==> src/rtl/jtag_pkg.sv <==
// Shared JTAG types: IEEE 1149.1 TAP state encoding, the TAP transition
// function, and the shift-master FSM state type.
package jtag_pkg;

    typedef enum logic [3:0] {
        EXIT2_DR   = 4'h0,
        EXIT1_DR   = 4'h1,
        SHIFT_DR   = 4'h2,
        PAUSE_DR   = 4'h3,
        SELECT_IR  = 4'h4,
        UPDATE_DR  = 4'h5,
        CAPTURE_DR = 4'h6,
        SELECT_DR  = 4'h7,
        EXIT2_IR   = 4'h8,
        EXIT1_IR   = 4'h9,
        SHIFT_IR   = 4'hA,
        PAUSE_IR   = 4'hB,
        RTI        = 4'hC,
        UPDATE_IR  = 4'hD,
        CAPTURE_IR = 4'hE,
        TLR        = 4'hF
    } tap_state_t;

    typedef enum logic [1:0] {
        ST_IDLE = 2'd0,
        ST_LOW  = 2'd1,
        ST_HIGH = 2'd2,
        ST_DONE = 2'd3
    } master_state_t;

    // Next TAP state for one TCK rising edge with the given TMS.
    function automatic tap_state_t tap_next(input tap_state_t state, input logic tms);
        tap_state_t nxt;
        nxt = TLR;
        case (state)
            TLR:        nxt = tms ? TLR       : RTI;
            RTI:        nxt = tms ? SELECT_DR : RTI;
            SELECT_DR:  nxt = tms ? SELECT_IR : CAPTURE_DR;
            CAPTURE_DR: nxt = tms ? EXIT1_DR  : SHIFT_DR;
            SHIFT_DR:   nxt = tms ? EXIT1_DR  : SHIFT_DR;
            EXIT1_DR:   nxt = tms ? UPDATE_DR : PAUSE_DR;
            PAUSE_DR:   nxt = tms ? EXIT2_DR  : PAUSE_DR;
            EXIT2_DR:   nxt = tms ? UPDATE_DR : SHIFT_DR;
            UPDATE_DR:  nxt = tms ? SELECT_DR : RTI;
            SELECT_IR:  nxt = tms ? TLR       : CAPTURE_IR;
            CAPTURE_IR: nxt = tms ? EXIT1_IR  : SHIFT_IR;
            SHIFT_IR:   nxt = tms ? EXIT1_IR  : SHIFT_IR;
            EXIT1_IR:   nxt = tms ? UPDATE_IR : PAUSE_IR;
            PAUSE_IR:   nxt = tms ? EXIT2_IR  : PAUSE_IR;
            EXIT2_IR:   nxt = tms ? UPDATE_IR : SHIFT_IR;
            UPDATE_IR:  nxt = tms ? SELECT_DR : RTI;
            default:    nxt = TLR;
        endcase
        return nxt;
    endfunction

endpackage

==> src/rtl/jtag_tap_tracker.sv <==
// Shadow copy of the target TAP controller state, advanced on every TCK rise.
module jtag_tap_tracker
    import jtag_pkg::*;
(
    input  logic       i_clk,
    input  logic       i_rst,
    input  logic       i_adv,
    input  logic       i_tms,
    output tap_state_t o_state
);

    tap_state_t r_state;

    // Step the TAP graph on the cycle that raises TCK, using the TMS being presented.
    always_ff @(posedge i_clk or posedge i_rst) begin
        if (i_rst) begin
            r_state <= TLR;
        end else if (i_adv) begin
            r_state <= tap_next(r_state, i_tms);
        end
    end

    assign o_state = r_state;

endmodule

==> src/rtl/jtag_shift_master.sv <==
// JTAG host-side shift engine: issues up to DATA_W TCK cycles per command,
// driving TMS/TDI LSB first and capturing TDO on each TCK rise.
// Optional TAP state tracking: define JTAG_TAP_TRACK_EN to add the tap_state port.
module jtag_shift_master
    import jtag_pkg::*;
#(
    parameter int unsigned DATA_W  = 32,
    parameter int unsigned LEN_W   = 6,
    parameter int unsigned CLK_DIV = 4
) (
    input  logic              sys_clk,
    input  logic              sys_rst,
    input  logic              cmd_valid,
    output logic              cmd_ready,
    input  logic [LEN_W-1:0]  cmd_len,
    input  logic [DATA_W-1:0] cmd_tms,
    input  logic [DATA_W-1:0] cmd_tdi,
    output logic              rsp_valid,
    input  logic              rsp_ready,
    output logic [DATA_W-1:0] rsp_tdo,
    output logic              busy,
    output logic              tck_o,
    output logic              tms_o,
    output logic              tdi_o,
    input  logic              tdo_i
`ifdef JTAG_TAP_TRACK_EN
    ,
    output logic [3:0]        tap_state
`endif
);

    localparam int unsigned IDX_W = (DATA_W > 1) ? $clog2(DATA_W) : 1;
    localparam int unsigned CNT_W = (CLK_DIV > 1) ? $clog2(CLK_DIV) : 1;
    localparam logic [CNT_W-1:0] CNT_RELOAD = CNT_W'(CLK_DIV - 1);

    master_state_t     r_state;
    logic [CNT_W-1:0]  r_cnt;
    logic [IDX_W-1:0]  r_idx;
    logic [LEN_W-1:0]  r_len;
    logic [DATA_W-1:0] r_tms_vec;
    logic [DATA_W-1:0] r_tdi_vec;
    logic [DATA_W-1:0] r_rsp_tdo;
    logic              r_rsp_valid;
    logic              r_busy;
    logic              r_tck;
    logic              r_tms;
    logic              r_tdi;

    logic [LEN_W-1:0]  w_len;
    logic [IDX_W-1:0]  w_idx_nxt;
    logic              w_last;

    // Clamp requested length to the vector width; locate the final bit.
    assign w_len     = (cmd_len > LEN_W'(DATA_W)) ? LEN_W'(DATA_W) : cmd_len;
    assign w_idx_nxt = r_idx + IDX_W'(1);
    assign w_last    = (LEN_W'(r_idx) == (r_len - LEN_W'(1)));

    // Command/shift/response sequencer with all JTAG pins registered.
    always_ff @(posedge sys_clk or posedge sys_rst) begin
        if (sys_rst) begin
            r_state     <= ST_IDLE;
            r_cnt       <= '0;
            r_idx       <= '0;
            r_len       <= '0;
            r_tms_vec   <= '0;
            r_tdi_vec   <= '0;
            r_rsp_tdo   <= '0;
            r_rsp_valid <= 1'b0;
            r_busy      <= 1'b0;
            r_tck       <= 1'b0;
            r_tms       <= 1'b1;
            r_tdi       <= 1'b0;
        end else begin
            case (r_state)
                ST_IDLE: begin
                    if (cmd_valid) begin
                        r_tms_vec <= cmd_tms;
                        r_tdi_vec <= cmd_tdi;
                        r_len     <= w_len;
                        r_rsp_tdo <= '0;
                        r_idx     <= '0;
                        r_tms     <= cmd_tms[0];
                        r_tdi     <= cmd_tdi[0];
                        r_cnt     <= CNT_RELOAD;
                        r_busy    <= 1'b1;
                        r_state   <= (w_len == '0) ? ST_DONE : ST_LOW;
                    end
                end
                ST_LOW: begin
                    if (r_cnt == '0) begin
                        r_tck            <= 1'b1;
                        r_rsp_tdo[r_idx] <= tdo_i;
                        r_cnt            <= CNT_RELOAD;
                        r_state          <= ST_HIGH;
                    end else begin
                        r_cnt <= r_cnt - CNT_W'(1);
                    end
                end
                ST_HIGH: begin
                    if (r_cnt == '0) begin
                        r_tck <= 1'b0;
                        if (w_last) begin
                            r_state <= ST_DONE;
                        end else begin
                            r_idx   <= w_idx_nxt;
                            r_tms   <= r_tms_vec[w_idx_nxt];
                            r_tdi   <= r_tdi_vec[w_idx_nxt];
                            r_cnt   <= CNT_RELOAD;
                            r_state <= ST_LOW;
                        end
                    end else begin
                        r_cnt <= r_cnt - CNT_W'(1);
                    end
                end
                ST_DONE: begin
                    if (!r_rsp_valid) begin
                        r_rsp_valid <= 1'b1;
                    end else if (rsp_ready) begin
                        r_rsp_valid <= 1'b0;
                        r_busy      <= 1'b0;
                        r_state     <= ST_IDLE;
                    end
                end
                default: r_state <= ST_IDLE;
            endcase
        end
    end

    assign cmd_ready = (r_state == ST_IDLE);
    assign rsp_valid = r_rsp_valid;
    assign rsp_tdo   = r_rsp_tdo;
    assign busy      = r_busy;
    assign tck_o     = r_tck;
    assign tms_o     = r_tms;
    assign tdi_o     = r_tdi;

`ifdef JTAG_TAP_TRACK_EN
    logic       w_tck_rise;
    tap_state_t w_tap_state;

    assign w_tck_rise = (r_state == ST_LOW) && (r_cnt == '0);

    jtag_tap_tracker u_tap_tracker (
        .i_clk   (sys_clk),
        .i_rst   (sys_rst),
        .i_adv   (w_tck_rise),
        .i_tms   (r_tms),
        .o_state (w_tap_state)
    );

    assign tap_state = w_tap_state;
`endif

endmodule

==> config.mk <==
export PLATFORM = sky130hd
export DESIGN_NAME = jtag_shift_master
export DESIGN_NICKNAME = d
export VERILOG_FILES = /design/src/rtl/jtag_pkg.sv /design/src/rtl/jtag_tap_tracker.sv /design/src/rtl/jtag_shift_master.sv
export SDC_FILE = /design/constraint.sdc
export NUM_CORES = 1
export LEC_CHECK = 0
export ABC_AREA = 0
export CELL_PAD_IN_SITES_DETAIL_PLACEMENT = 1
export CELL_PAD_IN_SITES_GLOBAL_PLACEMENT = 2
export CORE_UTILIZATION = 34
export CTS_BUF_LIST = sky130_fd_sc_hd__clkbuf_16
export DETAILED_ROUTE_END_ITERATION = 12
export GPL_TIMING_DRIVEN = 0
export PLACE_DENSITY = 0.81
export SKIP_CTS_REPAIR_TIMING = 1
export SLEW_MARGIN = 10
export SYNTH_ARGS = -nofsm -noshare
export SYNTH_HDL_FRONTEND = slang
export SYNTH_HIERARCHICAL = 1
export SYNTH_SLANG_ARGS = --single-unit
export TNS_END_PERCENT = 30
==> constraint.sdc <==
create_clock -name sys_clk -period 5 [get_ports sys_clk]
set_input_delay 0.75 -clock sys_clk [delete_from_list [all_inputs] [get_ports sys_clk]]
set_output_delay 0.75 -clock sys_clk [all_outputs]
set_load 0.005 [all_outputs]
# After elaboration in Yosys (flattened, before gate mapping)
# Index checks and enable logic that the tools add are counted.
totals:
  ff_bits: 116
  latch_bits: 0
  ramBits: 0
  rom_bits: 0
  in_bits: 75
  output_inout_bits: 38
  elab_cells: 91
  mem_count: 0
op_classes:
  addsub: 3
  multipliers: 0
  n_div: 0
  n_lt_le_gt_ge: 4
  n_eq_ne: 11
  shift: 0
  mux: 45
  bitwise_logic: 0
  reduce_logical: 16
op_table:
  columns: ["operator", "count"]
  rows:
  - ["32-bit two-way mux", 2]
  - ["32-bit one-hot mux with 2 select lines", 1]
  - ["32-bit bitwise mux", 1]
  - ["2-bit two-way mux", 11]
  - ["1-bit two-way mux", 16]
  - ["5-bit two-way mux", 3]
  - ["5-bit by 6-bit less-than comparator with 1-bit output, second input constant", 2]
  - ["2-bit != test, second input constant", 6]
  - ["1-bit binary-select mux with 5-bit select", 2]
  - ["5-bit one-hot mux with 2 select lines", 1]
  - ["3-bit AND reduction", 3]
  - ["1-bit one-hot mux with 2 select lines", 4]
  - ["2-bit one-hot mux with 4 select lines", 1]
  - ["4-bit AND reduction", 2]
  - ["2-bit nonzero test", 4]
  - ["5-bit by 6-bit equality test with 1-bit output", 1]
  - ["6-bit greater-than comparator, second input constant", 1]
  - ["6-bit zero test", 1]
  - ["6-bit two-way mux", 1]
  - ["2-bit one-hot mux with 3 select lines", 1]
  - ["6-bit by 1-bit subtractor with 6-bit output, second input constant", 1]
  - ["5-bit by 1-bit adder with 5-bit output, second input constant", 1]
  - ["1-bit demux with 5-bit select", 1]
  - ["5-bit by 1-bit greater-or-equal comparator with 1-bit output, second input constant", 1]
  - ["other kinds (9)", 11]

# Longest topological paths before layout
# Gate-level depths: netlist (run 1).
depth:
  ltp_word: 7
  ltp_mapped: 11
  ltp_nobuf: 8

# Worst setup path after synthesis (run 1)
# Ideal clock, no wire load.
synth_timing:
  path_type: "reg-to-reg"
  from: "register r_idx[0]"
  to: "register r_tms (netlist: tms_o)"
  arrival_ns: 2.461
  path_slack_ns: 2.457
  path_stages_with_launch: 10
  n_path_buf: 2
  period_less_slack_ns: 2.543
  cell_sequence: "dfrtp_1 > clkbuf_2 > clkinv_1 > ha_1 > buf_2 > mux4_2 > mux2_2 > nand4_1 > nand4_1 > mux2_2"
synth_between:
  elab_chain_len: 6
  elab_cells_between_ends: 9
  cone_classes: "add/sub (1); eq/ne (2); mux (5); reduce/logical (1)"
synth_rtl:
  columns: ["element", "line_no", "source"]
  rows:
  - ["start: declaration", "jtag_shift_master.sv:38", "logic [IDX_W-1:0] r_idx;"]
  - ["start signal: assignment", "jtag_shift_master.sv:105", "r_idx <= w_idx_nxt;"]
  - ["5-bit by 1-bit adder with 5-bit output", "jtag_shift_master.sv:55", "assign w_idx_nxt = r_idx + IDX_W'(1);"]
  - ["1-bit binary-select mux with 5-bit select", "jtag_shift_master.sv:106", "r_tms <= r_tms_vec[w_idx_nxt];"]
  - ["1-bit two-way mux (implied by the code)", "jtag_shift_master.sv:106", null]
  - ["1-bit two-way mux", "jtag_shift_master.sv:102", "if (w_last) begin"]
  - ["1-bit two-way mux", "jtag_shift_master.sv:100", "if (r_cnt == '0) begin"]
  - ["1-bit one-hot mux with 2 select lines", "jtag_shift_master.sv:74", "case (r_state)"]
  - ["end signal: assignment", "jtag_shift_master.sv:82", "r_tms <= cmd_tms[0];"]
  - ["end signal: assignment", "jtag_shift_master.sv:106", null]
  - ["end: declaration", "jtag_shift_master.sv:46", "logic r_tms;"]
# Parallel ways exist; a longest one is shown, timed or not. The select of a mux whose other input is x is not followed.
# A chain may end at the register's enable or synchronous reset.

# Final worst setup path (run 1)
# Same ends and word-level chain as after synthesis.

==> Implementation_results.wiki, run 1 <==
{| class="wikitable"
! Metric !! Value
|-
| Rows || 47
|-
| End of the worst hold path || r_tdi_vec[0]
|-
| Setup repair after global routing missed its margin || no
|-
| Library cell with the highest instance count after synthesis || sky130_fd_sc_hd__dfrtp_1
|-
| Source of the worst hold timing path || r_tdi_vec[0]
|-
| Worst EP required || 5.34 ns
|-
| Setup crit end kind || flip-flop
|-
| Placeable Area || approximately 17000 um2
|-
| Crit path DAT || between 3 and 4 ns
|-
| Largest delay share family, worst path || multiplexers
|-
| Number of global-route vias before repair || 4824
|-
| Number of synthesized register bits || between 100 and 150
|-
| Worst Max-Slew Pin Slew || between 0.6 and 0.7 ns
|-
| Synth top area cells || sky130_fd_sc_hd__dfrtp_1 49%, sky130_fd_sc_hd__mux2_2 14%, sky130_fd_sc_hd__mux2i_1 6.4%, sky130_fd_sc_hd__mux4_2 5.8%, sky130_fd_sc_hd__nand2_1 4.8%
|-
| Global placer's final weighted congestion || 0.730
|-
| Mapped Cells || 504
|-
| Sort of element at the start of the critical path || flip-flop
|-
| Setup_tns || 0 ns
|-
| Area enclosed by the die boundary || around 18000 um2
|-
| Startpoint of the worst-slack reg-to-reg timing path || r_idx[0]
|-
| Grt total ovfl || 0
|-
| Number of buffers added by the clock tree synthesis step || 17
|-
| Chip Width || ~130 um
|-
| Number of violations reported at the end of detailed-routing iteration 0 || around 160
|-
| Number of enable flip-flop cells after synthesis || 0
|-
| Clk buf depth || 2
|-
| Via Count || approximately 4400
|-
| Worst vdd ir || between 0.2 and 0.25 mV
|-
| Final setup fails || 0
|-
| Remaining max-slew budget at the tightest pin || 58.4%
|-
| YS warnings || 6
|-
| Total of max-cap violations || 0
|-
| Slack of the worst reg-to-reg path || around 2 ns
|-
| Setup Crit Path Kind || reg -> reg
|-
| Maximum number of pins on one net before global-route repair || around 90
|-
| PwrDens || ~290 nW/um2
|-
| Worst-path cell with the longest stage delay || sky130_fd_sc_hd__mux4_2
|-
| CTS root buf || sky130_fd_sc_hd__clkbuf_16
|-
| Final-report hold violation count || 0
|-
| Commonest cells post-synth || 115 x sky130_fd_sc_hd__dfrtp_1, 74 x sky130_fd_sc_hd__nand2_1, 71 x sky130_fd_sc_hd__mux2_2
|-
| Run status || finished clean
|-
| Most used DFF post-synth || sky130_fd_sc_hd__dfrtp_1
|-
| Series of cell instances along the critical path || clkbuf_2 > clkinv_1 > ha_1 > buf_2 > mux4_2 > mux2i_1 > nor4_1 > a21oi_1 > nand4_1 > mux2_2
|-
| Worst Reg2Reg Path Length in Cells || 10
|-
| Worst clock skew || roughly 0.0069 ns
|-
| WL/cell || approximately 18 um
|-
| Power Total || approximately 2.2 mW
|-
| Maximum operating frequency || 0.333 GHz
|-
| Layout area overhead || 34.7%
|-
| Final antenna-violating net count || 0
|-
| Final Slew Violations || 0
|-
| First-pass iteration count of the detailed router || 4
|-
| Post-Syn Area || 5820 um2
|-
| Post-detail-place hpwl || between 10 and 15 mm
|-
| Number of buffers and inverters on the critical path || 3
|-
| Placement-stage worst setup slack || between 1.5 and 2 ns
|-
| Final nets || ~720
|-
| Slowest cell delay on critical path || 0.56 ns
|-
| Number of different library cells in the post-synthesis netlist || 49
|-
| Total GRT Usage || between 10% and 20%
|-
| Via density || just over 5
|-
| P_leak || 3.71 nW
|-
| Net Count, Synth || a little under 600
|-
| Maximum net fanout on the critical path || 9
|-
| Maximum level of the CTS H-tree || 4
|-
| Clock slew seen by the registers of the worst setup and hold paths || around 0.06 ns
|-
| # fillers || ~1800
|-
| CTS Sinks || approximately 120
|-
| Minimum setup slack in the final design || ~2.0 ns
|-
| Proportion of synthesized chip area in sequential cells || ~50%
|-
| Footprint of the multi-input gates || 2730 um2
|-
| Port-buffer cells || 112
|-
| Total area of sequential cells || roughly 2900 um2
|-
| Total Wirelength || between 15 and 20 mm
|-
| Boundary pin count || 113
|-
| Remaining DRCs || 0
|-
| Vert. Die Dim || around 130 um
|-
| Clock period minus worst slack || ~3.0 ns
|-
| Antenna fix cells || 0
|-
| Final-layout worst hold slack || 0.503 ns
|-
| Kind of path behind the tightest hold check || reg -> reg
|-
| Share of the synthesized area in the top cell type || about half
|-
| Synthesized area per cell || about 12 um2
|-
| Instance count along the most critical hold path || 1
|-
| Global-route wire length before repair || between 20 and 30 mm
|-
| Proportion of register bits with asynchronous set or reset after synthesis || 100%
|-
| Clock latency on the worst-skew pair || about 0.42 ns
|-
| Layout cells sized above 1 || between 20% and 30%
|-
| Portion of the clock cycle consumed by the worst path in the final layout || roughly 60%
|-
| CTS tree || built
|-
| Initial core utilization || between 30% and 40%
|-
| Initial antenna violation count || 0
|-
| Capture instance of the worst register-to-register path || tms_o
|-
| Dominant cell type by area after synthesis || sky130_fd_sc_hd__dfrtp_1
|}
[final cells by class]
type	instances	share of cell area, %
Multi-Input combinational cell	341	34.7
Tap cell	220	3.51
Inverter	15	0.782
Timing Repair Buffer	113	14.6
Sequential cell	116	37.0
Buffer	32	1.75
Clock inverter	15	2.11
Clock buffer	17	5.42
[cells in the final DEF, fill, tap and decap left out, drive strengths merged, types with 3 or more instances in the layout]
cell type      synthesis  layout
dfrtp                115     115
clkdlybuf4s50          0     112
nand2                 74      74
mux2                  72      72
o21ai                 39      39
clkbuf                21      38
mux2i                 37      37
nor2                  19      19
inv                   14      16
mux4                  15      15
buf                   11      12
ha                    10      10
nand2b                 8       8
nand3                  7       7
clkinv                 1       7
xnor2                  6       6
a21oi                  6       6
nor3                   5       5
xor2                   4       4
clkinvlp               0       4
o22ai                  3       3
nor4                   3       3
nand4                  3       3
bufinv                 0       3
[cell families (layout without fill, tap and decap cells)]
kind of cell / Yosys count / after routing / share of synthesized area (%)
AOI/OAI and AO/OA: 65 / 65 / 6.66
buffers and inverters: 47 / 192 / 3.33
xor gates and xnor gates: 10 / 10 / 1.50
DFF: 116 / 116 / 49.9
muxes: 124 / 124 / 26.1
adders and majority gates: 10 / 10 / 2.15
and+or+nand+nor: 132 / 132 / 10.4
[state kept, by name, indices dropped and copies added (netlist names)]
name and flops:
busy 1, r_tms_vec 32, tms_o 1, tck_o 1, tdi_o 1, r_cnt 2, r_state 2, rsp_valid 1
r_idx 5, rsp_tdo 32, r_len 6, r_tdi_vec 32
[per-layer routing]
layer	vias up	track usage (%)	share of wire [%]
li1	2044	-	-
met1	2209	22.7	43
met2	99	31.8	51
met3	18	5.67	5.3
met4	0	6.39	1.4
met5	-	0	0
[worst max-delay path by stage]
| stage | startpoint | to | slack, ns | cells past startpoint |
|---|---|---|---|---|
| after floorplan | sys_rst | busy | 1.18 | 1 |
| after detailed placement | cmd_valid | r_tdi_vec[20] | 1.91 | 5 |
| after global placement | sys_rst | rsp_tdo[9] | -0.56 | 2 |
| after global routing | r_idx[0] | tms_o | 1.71 | 10 |
| final | r_idx[0] | tms_o | 2.00 | 10 |
| after CTS | r_idx[0] | tms_o | 1.92 | 10 |
[through the flow]
step	instance area [um2]	utilization (%)	std cells
after global routing	7840	47.1	869
after global placement	7220	43.4	836
after detailed placement	7250	43.6	837
after CTS	7840	47.1	869
final	7840	47.1	869
after floorplan	5820	-	504
[where the power goes]
group          total, mW  internal, mW  switching (mW)
clock network       1.22         0.776           0.441
logic             0.0877        0.0558          0.0319
registers          0.940         0.940        0.000400
(Power assumes the default switching activity.)
==> inputs of run 2 (changes only) <==
--- a/config.mk
+++ b/config.mk
@@ -8,11 +8,11 @@
 export ABC_AREA = 0
 export CELL_PAD_IN_SITES_DETAIL_PLACEMENT = 1
 export CELL_PAD_IN_SITES_GLOBAL_PLACEMENT = 2
-export CORE_UTILIZATION = 34
+export CORE_UTILIZATION = 31
 export CTS_BUF_LIST = sky130_fd_sc_hd__clkbuf_16
 export DETAILED_ROUTE_END_ITERATION = 12
 export GPL_TIMING_DRIVEN = 0
-export PLACE_DENSITY = 0.81
+export PLACE_DENSITY = 0.78
 export SKIP_CTS_REPAIR_TIMING = 1
 export SLEW_MARGIN = 10
 export SYNTH_ARGS = -nofsm -noshare
==> constraint.sdc (replaced) <==
create_clock -name sys_clk -period 2.6 [get_ports sys_clk]
set_input_delay 0.39 -clock sys_clk [delete_from_list [all_inputs] [get_ports sys_clk]]
set_output_delay 0.39 -clock sys_clk [all_outputs]
set_load 0.005 [all_outputs]
==> run 2 against run 1 <==
Against the previous run:
- the flow now finishes with violations (DRC)
- power is 93% higher
- first-iteration DRC count down 32%
- highest routed layer unchanged
- fmax up 20%
- clock power is 93% higher
- register-to-register slack worse by 1.9 ns
- critical endpoint unchanged
- cell area grew 2.0%
- sequential share of layout area fell by 0.71 points
- global-route usage is 1.7 points lower
- final cell count up 2.2%
- non-clock buffer count is 10 higher
- worst setup slack worse by 1.9 ns
- clock skew is 0.0015 ns lower
- largest power group unchanged
==> Implementation_results.wiki, run 2 (synthesized netlist as in run 1, its figures left out) <==
{| class="wikitable"
! Metric !! Value
|-
| Run status || finished, violations left
|-
| Failing checks || DRC
|-
| Clk buf depth || 2
|-
| CTS root buf || sky130_fd_sc_hd__clkbuf_16
|-
| Worst clock skew || 0.00538 ns
|-
| Clock period minus worst slack || approximately 2.5 ns
|-
| Final Slew Violations || 0
|-
| Port-buffer cells || between 100 and 150
|-
| Final nets || roughly 730
|-
| Portion of total power attributed to combinational logic || under 10%
|-
| Number of global-route vias before repair || 4746
|-
| Number of violations reported at the end of detailed-routing iteration 0 || between 100 and 150
|-
| P_leak || around 3.8 nW
|-
| CTS tree || built
|-
| Rows || around 50
|-
| Power share of the clock group || a little over half
|-
| Crit path DAT || 2.84 ns
|-
| Initial core utilization || between 30% and 40%
|-
| Boundary pin count || 113
|-
| CTS Sinks || between 100 and 150
|-
| Most frequent cells in the layout || 115 x sky130_fd_sc_hd__dfrtp_1, 112 x sky130_fd_sc_hd__clkdlybuf4s50_1, 74 x sky130_fd_sc_hd__nand2_1
|-
| Minimum setup slack in the final design || about 0.1 ns
|-
| Vert. Die Dim || about 140 um
|-
| Maximum net fanout on the critical path || 9
|-
| Post-detail-place hpwl || about 12 mm
|-
| Placeable Area || 18200 um2
|-
| Worst-path cell with the longest stage delay || sky130_fd_sc_hd__mux4_2
|-
| Footprint of the multi-input gates || roughly 2700 um2
|-
| Grt total ovfl || 0
|-
| Power Total || between 4 and 5 mW
|-
| Utilization after layout || between 40% and 50%
|-
| Setup repair after global routing missed its margin || yes
|-
| Kind of path behind the tightest hold check || in -> async
|-
| Initial antenna violation count || 1
|-
| Final antenna-violating net count || 0
|-
| Maximum number of pins on one net before global-route repair || 39
|-
| Final-report hold violation count || 0
|-
| Global-route wire length before repair || 25.5 mm
|-
| Internal power consumption || ~3.4 mW
|-
| Setup_tns || 0 ns
|-
| Total of max-cap violations || 0
|-
| Placement-stage worst setup slack || -0.559 ns
|-
| Clock latency on the worst-skew pair || 0.42 ns
|-
| First-pass iteration count of the detailed router || 10
|-
| Total Wirelength || approximately 16 mm
|-
| Clock slew seen by the registers of the worst setup and hold paths || roughly 0.060 ns
|-
| Final setup fails || 0
|-
| Worst Max-Slew Pin Slew || between 0.6 and 0.7 ns
|-
| Total area of sequential cells || a little under 3000 um2
|-
| Placed inst area || 7290 um2
|-
| Sequential Power Share || 41.7%
|-
| Worst EP required || about 2.9 ns
|-
| Number of cells in the finished layout apart from fillers || 888
|-
| Switching component of the power || 0.929 mW
|-
| Portion of the clock cycle consumed by the worst path in the final layout || a little over nine tenths
|-
| Via Count || roughly 4400
|-
| Area enclosed by the die boundary || ~19000 um2
|-
| Layout area overhead || 37.3%
|-
| # placed instances || about 850
|-
| Maximum operating frequency || 0.400 GHz
|-
| Total GRT Usage || 17.1%
|-
| Remaining max-slew budget at the tightest pin || between 50% and 60%
|-
| Layout cells sized above 1 || between 20 and 25%
|-
| PwrDens || roughly 540 nW/um2
|-
| Series of cell instances along the critical path || buf_6 > clkinvlp_4 > ha_4 > buf_12 > mux4_2 > mux2i_1 > nor4_1 > a21oi_1 > nand4_1 > mux2_2
|-
| Via density || around 4.9
|-
| Antenna fix cells || 0
|-
| Final-layout worst hold slack || 0.397 ns
|-
| Number of buffers added by the clock tree synthesis step || 17
|-
| WL/cell || ~17 um
|-
| Setup Crit Path Kind || reg -> reg
|-
| Commonest non-fill, non-tap cell in the layout || sky130_fd_sc_hd__dfrtp_1
|-
| Finished layout cell area || between 7000 and 8000 um2
|-
| Maximum level of the CTS H-tree || 4
|-
| Sort of element at the start of the critical path || flip-flop
|-
| Setup crit end kind || flip-flop
|-
| # fillers || around 1900
|-
| Chip Width || approximately 140 um
|-
| Slowest cell delay on critical path || 0.50 ns
|-
| Worst vdd ir || 0.431 mV
|-
| Net Sw Frac || between 20% and 30%
|-
| Remaining DRCs || 4
|-
| Global placer's final weighted congestion || between 0.7 and 0.8
|}
==> run 2: final cells by class <==
type,count,share of cell area (%)
plain buffers,32,2.13
clock buffers,17,5.32
clock inverters,15,2.05
inverters,15,0.798
multi-input cells,341,34.3
flip-flops and latches,116,36.3
well taps,229,3.58
repair buffers,123,15.5
==> run 2: path summary, 6_finish.rpt <==
path / cells past startpoint / startpoint / endpoint / slack (ns)
setup / recovery: 10 / r_idx[0] / tms_o / 0.1
hold reg to reg: 1 / r_cnt[1] / r_cnt[1] / 0.50
min in group sys_clk: 1 / r_cnt[1] / r_cnt[1] / 0.50
setup reg to reg: 10 / r_idx[0] / tms_o / 0.1
max in group asynchronous: 4 / sys_rst / rsp_tdo[27] / 1.42
hold / removal: 2 / sys_rst / r_tdi_vec[6] / 0.40
==> run 2: worst max-delay path, delay by kind of cell, from the launching register on <==
kind            cells  cell delay (ns)
flops               1             0.39
simple gates        2             0.17
compound gates      1             0.14
fa+ha+maj           1             0.32
mux                 3             0.93
buf+inv             3             0.46
==> run 2: layer usage <==
metal | global-route usage, % | wire [um] | part of all wire (%)
met1 | 21.4 | 6680 | 43
met2 | 28.1 | 7670 | 49
met3 | 5.80 | 1030 | 6.6
met4 | 4.74 | 141 | 0.91
met5 | 0 | 0 | 0
==> run 2: power groups by stage <==
stage          Clock [mW]  Sequential [mW]  Combinational (mW)
6_report             2.36             1.81               0.174
5_1_grt              2.49             1.81               0.190
4_1_cts              2.41             1.81               0.180
3_5_place_dp            0             1.84               0.179
3_3_place_gp            0             1.84               0.165
2_1_floorplan           0             1.84              0.0333
==> inputs of run 3 (changes only) <==
--- a/config.mk
+++ b/config.mk
@@ -13,7 +13,6 @@
 export DETAILED_ROUTE_END_ITERATION = 12
 export GPL_TIMING_DRIVEN = 0
 export PLACE_DENSITY = 0.78
-export SKIP_CTS_REPAIR_TIMING = 1
 export SLEW_MARGIN = 10
 export SYNTH_ARGS = -nofsm -noshare
 export SYNTH_HDL_FRONTEND = slang
==> run 3 against run 2 <==
Against the previous run:
- the run still ends with DRC left
- final cell count is 0.79% lower
- global-route usage hardly changed
- power is 0.10% lower
- via count is 0.16% lower
- clock-buffer cell count stayed put
- sequential share of layout area is 0.21 points higher
- fmax is 3.0% higher
==> Implementation_results.wiki, run 3 (synthesized netlist as in run 1, its figures left out) <==
{| class="wikitable"
! Metric !! Value
|-
| Crit path DAT || approximately 2.8 ns
|-
| Maximum number of pins on one net before global-route repair || 39
|-
| Port-buffer cells || 112
|-
| Antenna fix cells || 0
|-
| Portion of the clock cycle consumed by the worst path in the final layout || 93.4%
|-
| Slowest cell delay on critical path || about 0.50 ns
|-
| Clock latency on the worst-skew pair || about 0.42 ns
|-
| Final-report hold violation count || 0
|-
| Initial antenna violation count || 1
|-
| WL/cell || 17.5 um
|-
| Number of buffers inserted by hold repair at cts || 0
|-
| Setup_tns || 0 ns
|-
| Minimum setup slack in the final design || roughly 0.17 ns
|-
| Worst Reg2Reg Path Length in Cells || 10
|-
| Worst Max-Slew Pin Slew || roughly 0.64 ns
|-
| Total of max-cap violations || 0
|-
| Routed length on met1 || ~6.6 mm
|-
| Placeable Area || between 15000 and 20000 um2
|-
| Grt total ovfl || 0
|-
| Maximum operating frequency || a little over 0.4 GHz
|-
| Rows || 49
|-
| Setup Crit Path Kind || reg -> reg
|-
| Chip Width || 139 um
|-
| CTS tree || built
|-
| Series of cell instances along the critical path || buf_6 > clkinv_4 > ha_4 > buf_12 > mux4_2 > mux2i_1 > nor4_1 > a21oi_1 > nand4_1 > mux2_2
|-
| Global placer's final weighted congestion || about 0.74
|-
| Number of violations reported at the end of detailed-routing iteration 0 || ~110
|-
| Power Total || 4.34 mW
|-
| Worst EP required || just under 3 ns
|-
| Failing checks || DRC
|-
| Kind of path behind the tightest hold check || in -> async
|-
| Remaining max-slew budget at the tightest pin || roughly 57%
|-
| Routed wire length on met3 || approximately 1.1 mm
|-
| Area enclosed by the die boundary || 19300 um2
|-
| Sort of element at the start of the critical path || flip-flop
|-
| Global-route wire length before repair || around 26 mm
|-
| PwrDens || about 550 nW/um2
|-
| Total Wirelength || between 15 and 20 mm
|-
| Number of global-route vias before repair || 4749
|-
| Vert. Die Dim || approximately 140 um
|-
| Layout cells sized above 1 || between 20 and 25%
|-
| Total GRT Usage || ~17%
|-
| Commonest non-fill, non-tap cell in the layout || sky130_fd_sc_hd__dfrtp_1
|-
| Worst-path cell with the longest stage delay || sky130_fd_sc_hd__mux4_2
|-
| Clock slew seen by the registers of the worst setup and hold paths || 0.06 ns
|-
| Via Count || ~4400
|-
| Top layer reached by signal wires || met4
|-
| Utilization after layout || 43.7%
|-
| Final Slew Violations || 0
|-
| Placement-stage worst setup slack || -0.559 ns
|-
| Maximum net fanout on the critical path || 9
|-
| Initial core utilization || 32.0%
|-
| Run status || finished, violations left
|-
| CTS Sinks || around 120
|-
| Final setup fails || 0
|-
| Finished layout cell area || 7950 um2
|-
| Final nets || about 720
|-
| P_leak || roughly 3.8 nW
|-
| Clock period minus worst slack || 2.43 ns
|-
| Setup repair after global routing missed its margin || no
|-
| # placed instances || 848
|-
| Number of cells in the finished layout apart from fillers || between 800 and 900
|-
| Placed inst area || ~7300 um2
|-
| Worst vdd ir || 0.436 mV
|-
| Number of buffers added by the clock tree synthesis step || 17
|-
| Post-detail-place hpwl || about 12 mm
|-
| First-pass iteration count of the detailed router || 11
|-
| CTS root buf || sky130_fd_sc_hd__clkbuf_16
|-
| Boundary pin count || between 100 and 150
|-
| Setup crit end kind || flip-flop
|-
| Met2 wirelength from detailed routing || 7.58 mm
|-
| Remaining DRCs || 4
|-
| Worst clock skew || ~0.0054 ns
|-
| Most frequent cells in the layout || 115 x sky130_fd_sc_hd__dfrtp_1, 112 x sky130_fd_sc_hd__clkdlybuf4s50_1, 74 x sky130_fd_sc_hd__nand2_1
|-
| # fillers || 1921
|-
| Final antenna-violating net count || 0
|-
| Layout area overhead || 36.5%
|-
| Maximum level of the CTS H-tree || 4
|-
| Clk buf depth || 2
|-
| Final-layout worst hold slack || between 0.3 and 0.4 ns
|-
| Via density || roughly 5
|}
-- run 3: changes by cell type in the layout (fill, tap and decap cells not counted), sizes merged --
cell | previous run | this run
clkinvlp | 5 | 4
buf | 23 | 16
clkinv | 6 | 7
-- run 3: where the power goes --
group | switching (mW) | leakage [nW] | internal, mW
Clock | 0.861 | 0.283 | 1.49
Sequential | 0.000900 | 1.56 | 1.81
Combinational | 0.0621 | 1.91 | 0.112
Total | 0.924 | 3.75 | 3.41
-- run 3: layer usage --
| metal | global-route usage (%) | up-vias |
|---|---|---|
| li1 | - | 2049 |
| met1 | 21.5 | 2215 |
| met2 | 28.1 | 106 |
| met3 | 5.80 | 13 |
| met4 | 4.74 | 0 |
| met5 | 0 | - |
-- run 3: worst max-delay path: cells and delay by family, from the launching register on --
| family | cells | cell delay (ns) |
|---|---|---|
| buffers and inverters | 3 | 0.42 |
| AND/OR/NAND/NOR | 2 | 0.17 |
| adder cells (fa/ha/maj) | 1 | 0.29 |
| flip-flops | 1 | 0.39 |
| multiplexers | 3 | 0.93 |
| AO/OA/AOI/OAI | 1 | 0.14 |
-- run 3: area by class of cell --
class,count,area (um2),area share (%)
inverter,15,65.1,0.818
timing repair buffer,116,1190,14.9
clock buffer,17,425,5.35
clock inverter,15,164,2.06
buffer,32,174,2.19
multi-input combinational,341,2740,34.5
sequential,116,2900,36.5
tap,229,287,3.60
-- run 3: worst paths after layout --
| path | slack, ns | end | start |
|---|---|---|---|
| min in group sys_clk | 0.50 | r_cnt[1] | r_cnt[1] |
| max | 0.17 | tms_o | r_idx[0] |
| max reg2reg | 0.17 | tms_o | r_idx[0] |
| min reg2reg | 0.50 | r_cnt[1] | r_cnt[1] |
| min | 0.40 | r_tdi_vec[6] | sys_rst |
| max in group asynchronous | 1.42 | rsp_tdo[0] | sys_rst |
-- run 3: timing repair --
| item | CTS | global route |
|---|---|---|
| cloned | 0 | 0 |
| setup buffers | 0 | 1 |
| setup endpoints to repair | 22 | 32 |
| resized for setup | 11 | 12 |
